==> config.mk <==
export PLATFORM = sky130hd
export DESIGN_NAME = unidade_controle_multiciclo
export DESIGN_NICKNAME = d
export VERILOG_FILES = /design/src/rtl/unidade_controle_multiciclo.sv
export SDC_FILE = /design/constraint.sdc
export NUM_CORES = 1
export LEC_CHECK = 0
export CORE_MARGIN = 1
export CORE_UTILIZATION = 42
export CTS_BUF_LIST = sky130_fd_sc_hd__clkbuf_16
export DETAILED_ROUTE_END_ITERATION = 12
export MAX_ROUTING_LAYER = met4
export PLACE_DENSITY_LB_ADDON = 0.12
export REMOVE_ABC_BUFFERS = 1
export SLEW_MARGIN = 25
export SYNTH_ARGS = -nofsm -noshare
export SYNTH_HDL_FRONTEND = slang
export SYNTH_SLANG_ARGS = --single-unit
==> constraint.sdc <==
create_clock -name Clock -period 1.9 [get_ports Clock]
set_input_delay 0.38 -clock Clock [delete_from_list [all_inputs] [get_ports Clock]]
set_output_delay 0.38 -clock Clock [all_outputs]
set_load 0.005 [all_outputs]
==> src/rtl/unidade_controle_multiciclo.sv <==
// unidade_controle_multiciclo: multicycle control FSM (fetch/decode/execute/memory/writeback); optional MEM_TIMEOUT_EN memory timeout
module unidade_controle_multiciclo #(
    parameter int TIMEOUT_CICLOS = 16,
    parameter int LARG_TIMEOUT   = 5
) (
    input  logic       Clock,
    input  logic       Reset_n,
    input  logic [3:0] Cond,
    input  logic [7:0] Opcode,
    input  logic [3:0] Flags,
    input  logic       InstrPronto,
    input  logic       MemPronto,
    output logic       InstrLeitura,
    output logic       IREscrita,
    output logic       PCEscrita,
    output logic       SelPCDesvio,
    output logic       RegEscrita,
    output logic       SelRegDado,
    output logic       MemLeitura,
    output logic       MemEscrita,
    output logic       FlagsEscrita,
    output logic       Parado,
    output logic       ErroMem,
    output logic [2:0] Estado
);
    typedef enum logic [2:0] {
        INICIO     = 3'd0,
        BUSCA      = 3'd1,
        DECODIFICA = 3'd2,
        EXECUTA    = 3'd3,
        MEMORIA    = 3'd4,
        ESCRITA    = 3'd5,
        PARADO     = 3'd6
    } estado_t;

    estado_t    estado_q, estado_d;
    logic [7:0] opcode_q, opcode_d;
    logic       cond_ok_q, cond_ok_d;
    logic       esgotado;
    logic       unused;

    function automatic logic avalia_cond(input logic [3:0] c, input logic [3:0] f);
        logic n, z, cy, v;
        {n, z, cy, v} = f;
        case (c)
            4'h0: return z;
            4'h1: return !z;
            4'h2: return cy;
            4'h3: return !cy;
            4'h4: return n;
            4'h5: return !n;
            4'h6: return v;
            4'h7: return !v;
            4'h8: return cy && !z;
            4'h9: return !cy || z;
            4'hA: return n == v;
            4'hB: return n != v;
            4'hC: return !z && (n == v);
            4'hD: return z || (n != v);
            4'hE: return 1'b1;
            default: return 1'b0;
        endcase
    endfunction

    assign Estado = estado_q;
    assign unused = opcode_q[1];
    assign opcode_d  = (estado_q == DECODIFICA) ? Opcode : opcode_q;
    assign cond_ok_d = (estado_q == DECODIFICA) ? avalia_cond(Cond, Flags) : cond_ok_q;

`ifdef MEM_TIMEOUT_EN
    logic [LARG_TIMEOUT-1:0] cont_q, cont_d;
    logic                    erro_q, erro_d;
    assign esgotado = (cont_q == LARG_TIMEOUT'(TIMEOUT_CICLOS)) && !MemPronto;
    assign cont_d   = (estado_q != MEMORIA) ? '0 : cont_q + LARG_TIMEOUT'(!MemPronto);
    assign erro_d   = erro_q || (estado_q == MEMORIA && esgotado);
    assign ErroMem  = erro_q;
    // wait counter held at zero outside MEMORIA; sticky timeout flag
    always_ff @(posedge Clock or negedge Reset_n) begin
        if (!Reset_n) begin
            cont_q <= '0;
            erro_q <= 1'b0;
        end else begin
            cont_q <= cont_d;
            erro_q <= erro_d;
        end
    end
`else
    localparam int unused_cfg = TIMEOUT_CICLOS + LARG_TIMEOUT;
    assign esgotado = 1'b0;
    assign ErroMem  = 1'b0;
`endif

    // state register and decode fields latched in DECODIFICA
    always_ff @(posedge Clock or negedge Reset_n) begin
        if (!Reset_n) begin
            estado_q  <= INICIO;
            opcode_q  <= '0;
            cond_ok_q <= 1'b0;
        end else begin
            estado_q  <= estado_d;
            opcode_q  <= opcode_d;
            cond_ok_q <= cond_ok_d;
        end
    end

    // next state and control enables; only the fetch/memory waits look at the ready inputs
    always_comb begin
        estado_d     = estado_q;
        InstrLeitura = 1'b0;
        IREscrita    = 1'b0;
        PCEscrita    = 1'b0;
        SelPCDesvio  = 1'b0;
        RegEscrita   = 1'b0;
        SelRegDado   = 1'b0;
        MemLeitura   = 1'b0;
        MemEscrita   = 1'b0;
        FlagsEscrita = 1'b0;
        Parado       = 1'b0;
        case (estado_q)
            INICIO: estado_d = BUSCA;
            BUSCA: begin
                InstrLeitura = 1'b1;
                IREscrita    = InstrPronto;
                estado_d     = InstrPronto ? DECODIFICA : BUSCA;
            end
            DECODIFICA: estado_d = EXECUTA;
            EXECUTA: begin
                if (!cond_ok_q) begin
                    PCEscrita = 1'b1;
                    estado_d  = BUSCA;
                end else begin
                    case (opcode_q[7:6])
                        2'b00: begin
                            FlagsEscrita = opcode_q[0];
                            estado_d     = ESCRITA;
                        end
                        2'b01: begin
                            PCEscrita   = 1'b1;
                            SelPCDesvio = 1'b1;
                            RegEscrita  = opcode_q[4];
                            estado_d    = BUSCA;
                        end
                        2'b10: estado_d = MEMORIA;
                        default: estado_d = (opcode_q[5:2] == 4'hF) ? PARADO : ESCRITA;
                    endcase
                end
            end
            MEMORIA: begin
                MemLeitura = opcode_q[3] && !esgotado;
                MemEscrita = !opcode_q[3] && !esgotado;
                PCEscrita  = (MemPronto && !opcode_q[3]) || esgotado;
                estado_d   = MemPronto ? (opcode_q[3] ? ESCRITA : BUSCA) : (esgotado ? BUSCA : MEMORIA);
            end
            ESCRITA: begin
                RegEscrita = 1'b1;
                SelRegDado = opcode_q[3] && (opcode_q[7:6] == 2'b10);
                PCEscrita  = 1'b1;
                estado_d   = BUSCA;
            end
            PARADO: Parado = 1'b1;
            default: estado_d = INICIO;
        endcase
    end
endmodule

# Word level (Yosys, flattened, before mapping)
# Cells that the tools add are included.
totals:
  register_bits: 12
  in_bits: 20
  out_inout_bits: 14
  elab_cells: 68
classes:
  eq_ne: 25
  n_mux: 25
  n_reduce_logical: 15
op_table:
  columns: ["operator", "count"]
  rows:
  - ["equality test 4 bit, second input constant", 8]
  - ["one-hot mux 3 bit (6 select lines)", 1]
  - ["equality test 4 x 3 -> 1 bit, second input constant", 4]
  - ["two-way mux 1 bit", 15]
  - ["one-hot mux 1 bit (15 select lines)", 1]
  - ["equality test 3 bit, second input constant", 3]
  - ["two-way mux 3 bit", 3]
  - ["one-hot mux 3 bit (3 select lines)", 1]
  - ["equality test 4 x 2 -> 1 bit, second input constant", 2]
  - ["equality test 3 x 2 -> 1 bit, second input constant", 2]
  - ["zero test 1 bit", 5]
  - ["equality test 4 x 1 -> 1 bit, second input constant", 1]
  - ["logical AND 1 bit", 4]
  - ["zero test 4 bit", 1]
  - ["two-way mux 2 bit", 2]
  - ["equality test 3 x 1 -> 1 bit, second input constant", 1]
  - ["zero test 3 bit", 1]
  - ["one-hot mux 1 bit (3 select lines)", 1]
  - ["equality test 2 x 1 -> 1 bit, second input constant", 1]
  - ["equality test 2 bit, second input constant", 1]
  - ["zero test 2 bit", 1]
  - ["logical OR 1 bit", 2]
  - ["one-hot mux 1 bit (2 select lines)", 1]
  - ["OR reduction 2 bit", 1]
  - ["other kinds (2)", 2]

# Depth between registers and ports, before layout
# Gate-level depths: netlist of run 1.
depth:
  depth_word: 5
  depth_mapped: 6
  depth_no_buf: 5

# Least setup slack after synthesis of run 1
# OpenSTA, ideal clock, no wires.
synth_timing:
  path_kind: "flip-flop to output port"
  from: "register estado_q[2] (netlist: Estado[2])"
  to: "output RegEscrita"
  arrival_ns: 1.172
  t_required_ns: 1.520
  path_slack_ns: 0.348
  stages_incl_launch_ff: 7
  n_path_buf: 1
  cell_sequence: "dfrtp_1 > buf_4 > and3b_1 > and3_1 > and2_1 > nand2_1 > o21ai_0"
synth_via:
  elab_chain_len: 2
  elab_cells_between_ends: 3
  classes_between: "eq/ne: 2; mux: 1"
synth_rtl:
  columns: ["item", "line", "text"]
  rows:
  - ["from (decl)", "36", "estado_t estado_q, estado_d;"]
  - ["from (signal assigned)", "100", "estado_q <= estado_d;"]
  - ["equality test 3 bit / equality test 3 x 2 -> 1 bit (equally long branches)", "119", "case (estado_q)"]
  - ["one-hot mux 1 bit (2 select lines) (*)", "119", null]
  - ["to (decl)", "17", "output logic RegEscrita,"]
# Mark *: on every way between the ends. The rest lies on a longest branch, timed or not.

# Final worst setup path of run 1
layout_timing:
  from: "register estado_q[1] (netlist: Estado[1])"
  to: "output FlagsEscrita"
layout_via:
  elab_chain_len: 2
layout_rtl:
  columns: ["item", "line", "text"]
  rows:
  - ["equality test 3 x 2 -> 1 bit", "119", null]
  - ["two-way mux 1 bit", "119", null]
  - ["to (decl)", "21", "output logic FlagsEscrita,"]
# Every way passes these cells.

==> flow_metrics.tcl, run 1 <==
set metrics [dict create \
    io_buffers 31 \
    start_kind "flip-flop" \
    grt_max_degree 12 \
    yosysWarnings 0 \
    antenna_found_initial 0 \
    dieWidth_um 46.14 \
    finClkSkew_ps 0.5225 \
    tightest_slew_ps 504.1 \
    nFillCells 136 \
    gp_congestion 0.8274 \
    status "complete, no violations" \
    drive_gt1_frac 0.2569 \
    ys_types 39 \
    wl_um 2234 \
    crit_path_end "FlagsEscrita" \
    setup_slack_ps 84.96 \
    avgSynthCellArea_um2 8.705 \
    fin_tns_setup_ps 0 \
    critical-path-max-stage-delay_ps 410 \
    overflow 0 \
    async_reset_ff_frac 1.000 \
    maxSlewHeadroom 0.6629 \
    cts_sinks 11 \
    max_freq_mhz 551.0 \
    cp_slowest_cell "dfrtp_1" \
    cts_buffers 3 \
    dieArea_um2 2129 \
    place_hpwl_um 1677 \
    synth.top_cells.by_area "dfrtp_1 34%, mux2_2 6.9%, nand2_1 4.1%, mux2i_1 3.7%, o21ai_0 3.7%" \
    drtIter0Drc 10 \
    leakage_uw 0.0006527 \
    areaGrowthSynthToFinish_pct 64.53 \
    hold_viol_final 0 \
    ir_worst_vdd_uv 1112 \
    critPathMostFrequentCell "and3b_1" \
    wl_per_cell_um 13.22 \
    synth_edf_count 0 \
    worst_r2r_endpoint "opcode_q[0]" \
    rsz0062_at_grt "true" \
    cts_tree "done" \
    floorplan.initialDensity 0.4589 \
    ys_seq_area_frac 0.3364 \
    yosysTopAreaCell "dfrtp_1" \
    final-seq-area_um2 275.3 \
    root_buffer "clkbuf_16" \
    netlist.area_leader.share 0.3364 \
    ys_ff_latch 11 \
    grt_usage 0.2601 \
    ys.flop_type "dfrtp_1" \
    vias_per_cell 5.414 \
    rows 15 \
    vias 915 \
    p_per_area_nw_per_um2 1214 \
    max-cap-violations 0 \
    synth_area_um2 818.3 \
    netlist_instances 94 \
    r2r-start "Estado[2]" \
    dpl_worst_slack_ps -37.91 \
    clock_latency_ps 230 \
    die_h_um 46.14 \
    cts_max_level 1 \
    slew_viol_final 0 \
    nNetsFinal 165 \
    core_um2 1783 \
    drc 0 \
    grt_pass1_vias 848 \
    finalSetupViolCount 0 \
    cp_cell_sequence "and3b_1 > and3_1 > and3b_1 > dlygate4sd2_1" \
    io_pins 34 \
    cp.required_ps 1520 \
    crit_start "Estado[1]" \
    arrival_ps 1440 \
    multi_input_area_um2 481.7 \
    clk_pin_slew_ps 40 \
    hold_path_class "in -> async" \
    min_period_ps 1815 \
    reg2reg_slack_ps 280 \
    hold_buffers 0 \
    critPathKind "reg -> out" \
    cts_buffer_depth 2 \
    drtAntennaViolNets 0 \
    endpoint_kind "output port" \
    reg2reg_depth 5 \
    diodes 0 \
    crit_path_max_fanout 4 \
    dr.pass1.iters 4 \
    fin_crit_sh 0.9553 \
    grt_pass1_wl_um 3850 \
]
## critical path: cells and delay by family, from the launching register on
kind / cells / cell delay [ps]
buf+inv: 1 / 260
flops: 1 / 410
simple gates: 3 / 540
## through the flow
step	std cells	utilization	hold WS, ps	cell area [µm²]	power [µW]
2_1_floorplan	87	-	84.41	773.2	790.8
3_3_place_gp	163	0.7095	484.9	1265	1223
3_5_place_dp	163	0.7095	498.7	1265	1252
4_1_cts	169	0.7600	502.4	1355	1647
5_1_grt	169	0.7551	521.6	1346	1742
6_report	169	0.7551	486.4	1346	1634
## cell usage in the layout, fill, tap and decap left out, types with 2 or more instances in the layout
cell	n
dfrtp_1	11
dlymetal6s2s_1	2
mux2i_1	3
dlygate4sd2_1	5
nand4_1	4
clkbuf_16	3
nor2_1	3
buf_4	22
and3_1	2
nor3b_1	2
nand2_1	8
clkbuf_2	3
a31oi_1	2
mux2_2	5
nand2b_1	2
nand3_1	3
a21oi_1	2
clkdlybuf4s50_1	21
o22ai_1	2
and3b_1	2
and4bb_1	2
nor3_1	4
o21ai_0	6
inv_1	4
## state kept, by name (all words and copies together), names as in the netlist
| signal | cells |
|---|---|
| cond_ok_q | 1 |
| Estado | 3 |
| opcode_q | 7 |
## final cells by class
class | instances | area share
Multi-Input combinational cell | 71 | 0.3578
Timing Repair Buffer | 53 | 0.3411
Sequential cell | 11 | 0.2045
Clock buffer | 3 | 0.05576
Tap cell | 25 | 0.02323
Inverter | 5 | 0.01394
Clock inverter | 1 | 0.003717
## report_power, final
group / switching (µW) / total (µW) / internal, µW
sequential: 100 / 451 / 351
clock: 99.8 / 378 / 278
combinational: 358 / 805 / 446
## how the worst min path moves through the flow
stage,startpoint,end,slack [ps],cells after the start
2_1_floorplan,Reset_n,Estado[0],80,0
3_3_place_gp,opcode_q[0],opcode_q[0],480,1
3_5_place_dp,opcode_q[5],opcode_q[5],500,1
4_1_cts,Reset_n,opcode_q[4],500,1
5_1_grt,opcode_q[5],opcode_q[5],520,1
6_report,Reset_n,Estado[1],490,1
## cell families (layout without fill, tap and decap cells)
family / Yosys count / count (layout) / synth area share
AO/OA/AOI/OAI: 21 / 21 / 0.1728
multiplexers: 8 / 8 / 0.1055
buffers and inverters: 12 / 62 / 0.07797
AND/OR/NAND/NOR: 39 / 39 / 0.2813
other: 1 / 1 / 0.004583
XOR/XNOR: 2 / 2 / 0.02141
flip-flops: 11 / 11 / 0.3364
## metal layers
metal,global-route usage,share of wire,wire (µm)
met2,0.4197,0.47,1042
met4,0.03529,0,0
met5,-,0,0
met1,0.3398,0.48,1083
met3,0.05882,0.048,107
## cell usage after synthesis, types with 2 or more instances
cell type  number
nand4_1         4
a21oi_1         2
nand2b_1        2
buf_4           4
and3_1          2
nand3_1         3
and4bb_1        2
buf_2           3
a31oi_1         2
nand2_1         9
nor2_1          3
dfrtp_1        11
mux2i_1         3
o21ai_0         6
inv_1           4
mux2_2          5
and3b_1         2
nor3_1          4
o22ai_1         2
nor3b_1         2
## repair_timing
action | CTS | global route
gates resized for setup | 11 | 6
setup buffers | 2 | 0
setup endpoints to repair | 9 | 5
pin swaps | 2 | 1
No activity file was read; power rests on OpenSTA's default activity.
==> run 2, diff against run 1 <==
--- a/config.mk
+++ b/config.mk
@@ -5,6 +5,7 @@
 export SDC_FILE = /design/constraint.sdc
 export NUM_CORES = 1
 export LEC_CHECK = 0
+export ABC_AREA = 0
 export CORE_MARGIN = 1
 export CORE_UTILIZATION = 42
 export CTS_BUF_LIST = sky130_fd_sc_hd__clkbuf_16
==> results of run 2 <==
No change in the layout: final DEF, timing and power equal those of run 1.
